===== config.mk =====
export PLATFORM = sky130hd
export DESIGN_NAME = joypad_poller
export DESIGN_NICKNAME = d
export VERILOG_FILES = /design/src/rtl/joypad_pkg.sv /design/src/rtl/sync_2ff.sv /design/src/rtl/joypad_poller.sv
export SDC_FILE = /design/constraint.sdc
export NUM_CORES = 1
export LEC_CHECK = 0
export BUFFER_PORTS_ARGS = -buffer_cell sky130_fd_sc_hd__buf_2
export CORE_MARGIN = 2
export CORE_UTILIZATION = 50
export CTS_CLUSTER_DIAMETER = 100
export DETAILED_ROUTE_END_ITERATION = 8
export PLACE_DENSITY_LB_ADDON = 0.2
export SETUP_SLACK_MARGIN = 0.02
export SYNTH_ARGS = -nofsm -noshare
export SYNTH_HDL_FRONTEND = slang
export SYNTH_HIERARCHICAL = 1
export SYNTH_SLANG_ARGS = --single-unit

===== constraint.sdc =====
create_clock -name clk -period 5.69 [get_ports clk]
set_input_delay 1.138 -clock clk [delete_from_list [all_inputs] [get_ports clk]]
set_output_delay 1.138 -clock clk [all_outputs]
set_load 0.01 [all_outputs]

===== src/rtl/joypad_pkg.sv =====
// Shared definitions for the NES-style joypad poller: FSM states, button
// bit positions and the opposing-direction mask.
package joypad_pkg;

  typedef enum logic [2:0] {
    IDLE   = 3'd0,
    LATCH  = 3'd1,
    SETTLE = 3'd2,
    CLK_LO = 3'd3,
    CLK_HI = 3'd4,
    DONE   = 3'd5
  } joypad_state_t;

  // Bit positions in the parallel button vector (same order as the pad
  // shifts them out, and as the downstream controller model expects).
  localparam int BTN_A      = 0;
  localparam int BTN_B      = 1;
  localparam int BTN_SELECT = 2;
  localparam int BTN_START  = 3;
  localparam int BTN_UP     = 4;
  localparam int BTN_DOWN   = 5;
  localparam int BTN_LEFT   = 6;
  localparam int BTN_RIGHT  = 7;

  // A worn pad can report both directions of a pair at once; games tend to
  // misbehave on that, so a pressed pair is reported as neither pressed.
  function automatic logic [7:0] mask_opposing(input logic [7:0] b);
    logic [7:0] m;
    m = b;
    if (b[BTN_UP] && b[BTN_DOWN]) begin
      m[BTN_UP]   = 1'b0;
      m[BTN_DOWN] = 1'b0;
    end
    if (b[BTN_LEFT] && b[BTN_RIGHT]) begin
      m[BTN_LEFT]  = 1'b0;
      m[BTN_RIGHT] = 1'b0;
    end
    return m;
  endfunction

endpackage


===== src/rtl/sync_2ff.sv =====
// Generic two-flop synchroniser for a single asynchronous input bit.
module sync_2ff #(
  parameter logic RST_VAL = 1'b1
) (
  input  logic clk,
  input  logic rst,
  input  logic i_d,
  output logic o_q
);

  logic r_meta;
  logic r_sync;

  // Two back-to-back flops give the first stage a full cycle to resolve.
  always_ff @(posedge clk or posedge rst) begin
    if (rst) begin
      r_meta <= RST_VAL;
      r_sync <= RST_VAL;
    end else begin
      r_meta <= i_d;
      r_sync <= r_meta;
    end
  end

  assign o_q = r_sync;

endmodule


===== src/rtl/joypad_poller.sv =====
// Periodically reads an NES-style serial pad (latch, then 7 clock pulses)
// and publishes the eight buttons as an active-high parallel vector.
module joypad_poller
  import joypad_pkg::*;
#(
  parameter int POLL_PERIOD   = 357955,
  parameter int LATCH_CYCLES  = 258,
  parameter int HALF_BIT      = 129,
  parameter bit MASK_OPPOSING = 1'b1
) (
  input  logic       clk,
  input  logic       rst,
  input  logic       enable,
  input  logic       pad_data,
  output logic       pad_latch,
  output logic       pad_clk,
  output logic [7:0] btns,
  output logic       btns_valid
);

  localparam int PER_W   = (POLL_PERIOD > 1) ? $clog2(POLL_PERIOD) : 1;
  localparam int CNT_MAX = (LATCH_CYCLES > HALF_BIT) ? LATCH_CYCLES : HALF_BIT;
  localparam int CNT_W   = $clog2(CNT_MAX + 1);

  localparam logic [PER_W-1:0] PER_LAST   = PER_W'(POLL_PERIOD - 1);
  localparam logic [CNT_W-1:0] LATCH_LAST = CNT_W'(LATCH_CYCLES - 1);
  localparam logic [CNT_W-1:0] HALF_LAST  = CNT_W'(HALF_BIT - 1);

  joypad_state_t    r_state;
  joypad_state_t    w_state_nxt;
  logic [PER_W-1:0] r_period;
  logic [CNT_W-1:0] r_cnt;
  logic [2:0]       r_idx;
  logic [2:0]       w_idx_nxt;
  logic [7:0]       r_shift;
  logic [7:0]       w_shift_nxt;
  logic [7:0]       w_btns_load;
  logic             r_pad_latch;
  logic             r_pad_clk;
  logic [7:0]       r_btns;
  logic             r_btns_valid;
  logic             w_sync_data;
  logic             w_tick;
  logic             w_last;

  sync_2ff #(
    .RST_VAL (1'b1)
  ) u_sync (
    .clk (clk),
    .rst (rst),
    .i_d (pad_data),
    .o_q (w_sync_data)
  );

  // Free-running poll period counter; a poll may only start on its wrap.
  always_ff @(posedge clk or posedge rst) begin
    if (rst) begin
      r_period <= '0;
    end else if (r_period == PER_LAST) begin
      r_period <= '0;
    end else begin
      r_period <= r_period + PER_W'(1);
    end
  end

  assign w_tick = (r_period == PER_LAST) && enable && (r_state == IDLE);

  assign w_last = ((r_state == LATCH) && (r_cnt == LATCH_LAST)) ||
                  (((r_state == SETTLE) || (r_state == CLK_LO) || (r_state == CLK_HI)) &&
                   (r_cnt == HALF_LAST));

  // Next state, bit index and capture of each button on its last sample cycle.
  always_comb begin
    w_state_nxt = r_state;
    w_idx_nxt   = r_idx;
    w_shift_nxt = r_shift;
    case (r_state)
      IDLE: begin
        if (w_tick) w_state_nxt = LATCH;
      end
      LATCH: begin
        if (w_last) w_state_nxt = SETTLE;
      end
      SETTLE: begin
        if (w_last) begin
          w_shift_nxt[0] = ~w_sync_data;
          w_idx_nxt      = 3'd1;
          w_state_nxt    = CLK_LO;
        end
      end
      CLK_LO: begin
        if (w_last) w_state_nxt = CLK_HI;
      end
      CLK_HI: begin
        if (w_last) begin
          w_shift_nxt[r_idx] = ~w_sync_data;
          if (r_idx == 3'd7) begin
            w_state_nxt = DONE;
          end else begin
            w_idx_nxt   = r_idx + 3'd1;
            w_state_nxt = CLK_LO;
          end
        end
      end
      DONE: begin
        w_idx_nxt   = 3'd0;
        w_state_nxt = IDLE;
      end
      default: begin
        w_state_nxt = IDLE;
      end
    endcase
  end

  assign w_btns_load = MASK_OPPOSING ? mask_opposing(w_shift_nxt) : w_shift_nxt;

  // State register, in-state cycle counter and capture register.
  always_ff @(posedge clk or posedge rst) begin
    if (rst) begin
      r_state <= IDLE;
      r_cnt   <= '0;
      r_idx   <= 3'd0;
      r_shift <= 8'h00;
    end else begin
      r_state <= w_state_nxt;
      r_idx   <= w_idx_nxt;
      r_shift <= w_shift_nxt;
      if ((w_state_nxt != r_state) || (r_state == IDLE)) begin
        r_cnt <= '0;
      end else begin
        r_cnt <= r_cnt + CNT_W'(1);
      end
    end
  end

  // Pad pins and results are registered from the next state so they are
  // glitch-free and line up exactly with the state they belong to.
  always_ff @(posedge clk or posedge rst) begin
    if (rst) begin
      r_pad_latch  <= 1'b0;
      r_pad_clk    <= 1'b1;
      r_btns       <= 8'h00;
      r_btns_valid <= 1'b0;
    end else begin
      r_pad_latch  <= (w_state_nxt == LATCH);
      r_pad_clk    <= (w_state_nxt != CLK_LO);
      r_btns_valid <= (w_state_nxt == DONE);
      if (w_state_nxt == DONE) begin
        r_btns <= w_btns_load;
      end
    end
  end

  // Parameter sanity: data must settle through the synchroniser inside a
  // half bit, and a full poll must fit inside one period.
  always_ff @(posedge clk) begin
    assert (HALF_BIT >= 3);
    assert (POLL_PERIOD > LATCH_CYCLES + 15 * HALF_BIT + 2);
  end

  assign pad_latch  = r_pad_latch;
  assign pad_clk    = r_pad_clk;
  assign btns       = r_btns;
  assign btns_valid = r_btns_valid;

endmodule


=== After elaboration in Yosys (flattened, before gate mapping) ===
Cells that the tools add are included.

* Bits of input ports: 4
* Bits in registers: 55
* Logic and storage cells: 69
* Output and inout port bits: 11

* Equal/unequal tests: 16
* Muxes and demuxes: 22
* $add $sub $neg: 3
* Bitwise logic cells: 1
* Reduce and logical (&&, ||, !) cells: 14
* $lt $le $gt $ge: 2

{| class="wikitable"
|+ Operators by type and width
! kind !! number
|-
| 3-bit two-way mux || 9
|-
| 19-bit by 1-bit adder with 19-bit output (second input constant) || 1
|-
| 19-bit equality test (second input constant) || 1
|-
| 19-bit two-way mux || 1
|-
| 3-bit case mux with 5 select lines || 1
|-
| 3-bit equality test (second input constant) || 4
|-
| 9-bit by 1-bit adder with 9-bit output (second input constant) || 1
|-
| 9-bit by 8-bit equality test with 1-bit output (second input constant) || 1
|-
| 9-bit equality test (second input constant) || 1
|-
| 9-bit two-way mux || 1
|-
| 3-bit case mux with 3 select lines || 1
|-
| 8-bit bitwise mux || 1
|-
| 8-bit two-way mux || 1
|-
| 1-bit logical AND || 7
|-
| 7-bit two-way mux || 1
|-
| 3-bit by 1-bit equality test with 1-bit output (second input constant) || 2
|-
| 3-bit by 2-bit equality test with 1-bit output (second input constant) || 2
|-
| 2-bit inequality test (second input constant) || 3
|-
| 1-bit logical OR || 4
|-
| 3-bit by 4-bit < comparator with 1-bit output (second input constant) || 1
|-
| 2-bit two-way mux || 2
|-
| 4-bit AND reduction || 1
|-
| 3-bit by 1-bit adder with 3-bit output (second input constant) || 1
|-
| 1-bit demux with 3-bit select || 1
|-
| other kinds (8) || 9
|}

=== Longest topological paths before layout ===
* Depth in word-level cells: 10
* Gate-level depth with buffers: 9
* Depth with buffers taken out: 8

=== Hierarchy ===
Netlist, hierarchy kept.

{| class="wikitable"
|+ By module, submodules not included
! module !! seq. area each (sq um) !! cells an instance !! area an instance (sq um) !! times used
|-
| joypad_poller || 1,327.5 || 251 || 2,647.5 || 1
|-
| sync_2ff || 52.6 || 3 || 56.3 || 1
|}

=== Least setup slack after synthesis ===
No wires, ideal clock.

* Path type: register to register
* Start: reg r_cnt[2]
* End: reg r_btns[0], in the netlist btns[0]
* Arrival: 2,106 ps
* Required time: 5,565 ps
* Setup slack: 3,458 ps
* Stages on the path, launching flop included: 8
* Buffers on the path: 1
* Period minus slack after synthesis: 2,232 ps
* Library setup time: 125 ps
* Path through: dfrtp_1 or4_4 nor3_2 a2bb2oi_1 o211a_1 or2_1 buf_6 mux2_4

* Word-level cells in the longest chain between the ends: 6
* Elaborated cells between the ends (all ways): 14
* Those cells by class: 3 x eq/ne; 8 x mux; 3 x reduce/logical

{| class="wikitable"
|+ Ends and longest elaborated chain
! item !! RTL line !! RTL
|-
| start, declared || joypad_poller.sv:32 || <nowiki>logic [CNT_W-1:0] r_cnt;</nowiki>
|-
| start signal, assigned || joypad_poller.sv:131 || <nowiki>r_cnt <= r_cnt + CNT_W'(1);</nowiki>
|-
| 9-bit equality test / 9-bit by 8-bit equality test with 1-bit output (equally long branches) || joypad_poller.sv:68, joypad_poller.sv:70 ||
|-
| 1-bit logical AND, on equally long branches || joypad_poller.sv:68, joypad_poller.sv:69 ||
|-
| 1-bit logical OR * || joypad_poller.sv:68 || <nowiki>assign w_last = ((r_state == LATCH) && (r_cnt == LATCH_LAST)) ||</nowiki>
|-
| 3-bit two-way mux, on equally long branches || n/a ||
|-
| 3-bit case mux with 5 select lines || joypad_poller.sv:77 || <nowiki>case (r_state)</nowiki>
|-
| 3-bit equality test || joypad_poller.sv:148 || <nowiki>if (w_state_nxt == DONE) begin</nowiki>
|-
| end signal, assigned || joypad_poller.sv:149 || <nowiki>r_btns <= w_btns_load;</nowiki>
|-
| end, declared || joypad_poller.sv:40 || <nowiki>logic [7:0] r_btns;</nowiki>
|}

Mark *: on every way between the ends. The rest lies on a longest branch, timed or not.
A chain may end at the register's enable or synchronous reset.

=== Worst setup path in the final report ===
* Start: reg r_cnt[1]
* End: reg r_btns[0], in the netlist btns[0]

The elaborated chain is that of the path after synthesis.

==> impl_metrics.json <==
{
  "outcome": "finished, final reports clean",
  "yosysTopAreaCell": "dfrtp_1",
  "hold_class": "reg -> reg",
  "ant_nets": 0,
  "synth_top_area_share": 0.481,
  "timing.final.hold_violations": 0,
  "finalCriticalPeriod_ns": 2.68,
  "seqPwrFrac": 0.589,
  "wl_met3_um": 124,
  "worst-path-max-fanout": 9,
  "numCtsBuffers": 5,
  "p_int_uw": 535,
  "clk_latency_ns": 0.31,
  "synth_edf_count": 0,
  "clock-root-buffer": "clkbuf_8",
  "async_flop_share": 1.00,
  "fin_setup_tns_ns": 0,
  "max_slew_margin": 0.278,
  "netlist_area_um2": 2700,
  "gp_congestion": 0.781,
  "clk_pin_slew_worst_paths_ns": 0.09,
  "cts_tree": "built",
  "highest_layer": "met4",
  "cts_hold_buf": 0,
  "floorplan.initialDensity": 0.523,
  "routed_via_density": 5.36,
  "slowest_stage": "o31ai_2",
  "htreeDepth": 2,
  "seqCellArea_um2": 1380,
  "finalPower_uw": 667,
  "worst_pin_slew_ns": 1.08,
  "start_kind": "flop",
  "area_growth_pct": 8.47,
  "startpoint": "r_cnt[1]$_DFF_PP0_",
  "mostFrequentLayoutCell": "dfrtp_1",
  "stdcell_area_um2": 2930,
  "multiInputGateArea_um2": 1220,
  "grt_pass1_wl_um": 8090,
  "fp.dieW_um": 77.5,
  "cp_common_cell": "a31oi_1",
  "pwr-share-clk": 0.398,
  "r2r-start": "r_cnt[1]$_DFF_PP0_",
  "cts_buffer_depth": 2,
  "yosys_most_used_dff": "dfrtp_1",
  "cts.sinks": 55,
  "post_cts_buffers": 0,
  "ctsResizeCount": 0,
  "ys_seq_area_frac": 0.510,
  "placedInstanceArea_um2": 2820,
  "ir_drop_mv": 0.119,
  "timing.rr.end": "btns[0]$_DFFE_PP0P_",
  "rows": 26,
  "first_pass_iters": 4,
  "arrival_ns": 2.87,
  "grt_antenna_before_repair": 0,
  "grt_util_all_layers": 0.168,
  "end_kind": "flop",
  "power_switching_uw": 132,
  "dpl.hpwl_um": 3210,
  "die_y_um": 77.5,
  "io_pins": 15,
  "p_per_area_nw_per_um2": 227,
  "synth-seq-cells": 55,
  "final_cell_mix": "dfrtp_1 (52), nor2_1 (27), nand2_1 (14), buf_2 (14)",
  "routedLengthMet1_um": 2320,
  "slew_viol_final": 0,
  "path_cells": "inv_1, ha_1, nand4b_1, o31ai_2, a31oi_1, a31oi_1, or2_1, mux2_4",
  "syn_nets": 265,
  "maxCapViolCount": 0,
  "core_area_um2": 5170,
  "yosysWarnings": 6,
  "nets": 277,
  "netlist_instances": 254,
  "io_buffers": 14,
  "vias": 1806,
  "p_comb_frac": 0.013,
  "n_antenna_cell": 0,
  "design.die.area_um2": 6010,
  "fmax_mhz": 374,
  "grt.overflow.total": 0,
  "fin_crit_sh": 0.470,
  "critPathKind": "reg -> reg",
  "p_leak_uw": 0.00146,
  "synth_cell_types": 47,
  "grt_max_degree": 54,
  "route.detailed.drc": 0,
  "syn_area_per_cell_um2": 10.6,
  "wl_per_cell_um": 13.6,
  "reg2reg_depth": 8,
  "yosys-top-cells-area": "dfrtp_1 (48%), mux2_4 (4.4%), xor2_1 (3.9%), nor2_1 (3.7%), xnor2_1 (3.6%)",
  "reg2reg_slack_ns": 3.01,
  "drive_above_1_share": 0.154,
  "crit_end": "btns[0]$_DFFE_PP0P_",
  "slowest_delay_ns": 0.54,
  "critPathRequiredTime_ns": 5.88,
  "grt_pass1_vias": 1694,
  "rsz0062_at_grt": "no",
  "setup_viol": 0,
  "nFillCells": 437,
  "sw_frac_of_total": 0.197,
  "drtIter0Drc": 84,
  "routed-wl-met2_um": 2080,
  "wl_um": 4580,
  "skew_ns": 0.0111
}
==> critical path: cells and delay by family, from the launching register on <==
family | cells | cell delay, ns
and+or+nand+nor | 2 | 0.61
AOI/OAI and AO/OA | 3 | 0.95
muxes | 1 | 0.34
buffers and inverters | 1 | 0.09
DFF | 1 | 0.42
adders and majority gates | 1 | 0.14
==> registers in the layout, summed over array words and instances (netlist names) <==
register       count
pad_clk            1
pad_latch          1
btns               8
r_idx              3
u_sync/r_meta      1
r_period          19
r_state            3
u_sync/o_q         1
r_shift            8
btns_valid         1
r_cnt              9
==> metal layers <==
layer	vias to the layer above	GRT usage
li1	898	-
met3	4	0.0512
met2	20	0.253
met1	884	0.239
met4	0	0.0429
met5	-	0
==> cells in the mapped netlist, types with 2 or more instances <==
cell      count
clkbuf_1      3
a21o_1        3
nand4_1       6
nor4_1        2
nand4b_1      5
nand2b_1      2
xor2_1       12
nand3b_1      2
inv_1        14
a31oi_1       3
nor2_1       27
nand2_1      14
a21oi_1       8
o21ai_0       4
ha_1          7
dfrtp_1      52
mux2i_1       5
buf_1         3
dfstp_2       3
and3_1        8
nor2b_1       8
nor3_2        2
and2_1        2
mux2_4        8
xnor2_1      11
nand3_1      13
a22o_1        2
nor3_1        6
==> through the flow <==
step	util	setup WS (ns)	cells	hold slack (ns)
after floorplan	-	3.27	254	0.345
after global placement	0.544	3.14	329	0.350
after detailed placement	0.544	3.06	329	0.350
after CTS	0.567	3.03	337	0.365
after global routing	0.567	2.78	337	0.374
final	0.567	3.01	337	0.362
==> cell type report <==
class	count	share of cell area
well taps	70	0.0299
clock buffers	6	0.0282
flip-flops and latches	55	0.471
inverters	14	0.0179
repair buffers	14	0.0239
multi-input cells	176	0.418
clock inverters	2	0.0119
==> logic make-up after synthesis <==
logic type,after synthesis,synth area share
AO/OA/AOI/OAI,26,0.0648
flip-flops,55,0.510
adder cells (fa/ha/maj),7,0.0324
buffers and inverters,23,0.0366
AND/OR/NAND/NOR,107,0.218
multiplexers,13,0.0629
XOR/XNOR,23,0.0745
==> worst min-delay path by stage <==
| stage | from | slack, ns | cells past startpoint | end |
|---|---|---|---|---|
| finish | u_sync/r_meta$_DFF_PP1_ | 0.36 | 0 | u_sync/o_q$_DFF_PP1_ |
| detailed placement | u_sync/r_meta$_DFF_PP1_ | 0.35 | 0 | u_sync/o_q$_DFF_PP1_ |
| global route | u_sync/r_meta$_DFF_PP1_ | 0.37 | 0 | u_sync/o_q$_DFF_PP1_ |
| floorplan | u_sync/r_meta$_DFF_PP1_ | 0.35 | 0 | u_sync/o_q$_DFF_PP1_ |
| global placement | u_sync/r_meta$_DFF_PP1_ | 0.35 | 0 | u_sync/o_q$_DFF_PP1_ |
| CTS | u_sync/r_meta$_DFF_PP1_ | 0.36 | 0 | u_sync/o_q$_DFF_PP1_ |
==> power by group through the flow <==
stage,sequential (uW),combinational (uW),clock [uW]
6_report,393,8.45,266
5_1_grt,393,10.6,291
4_1_cts,393,9.28,275
3_5_place_dp,401,9.38,0
3_3_place_gp,401,9.12,0
2_1_floorplan,400,6.54,0
No activity file was read; power rests on OpenSTA's default activity.
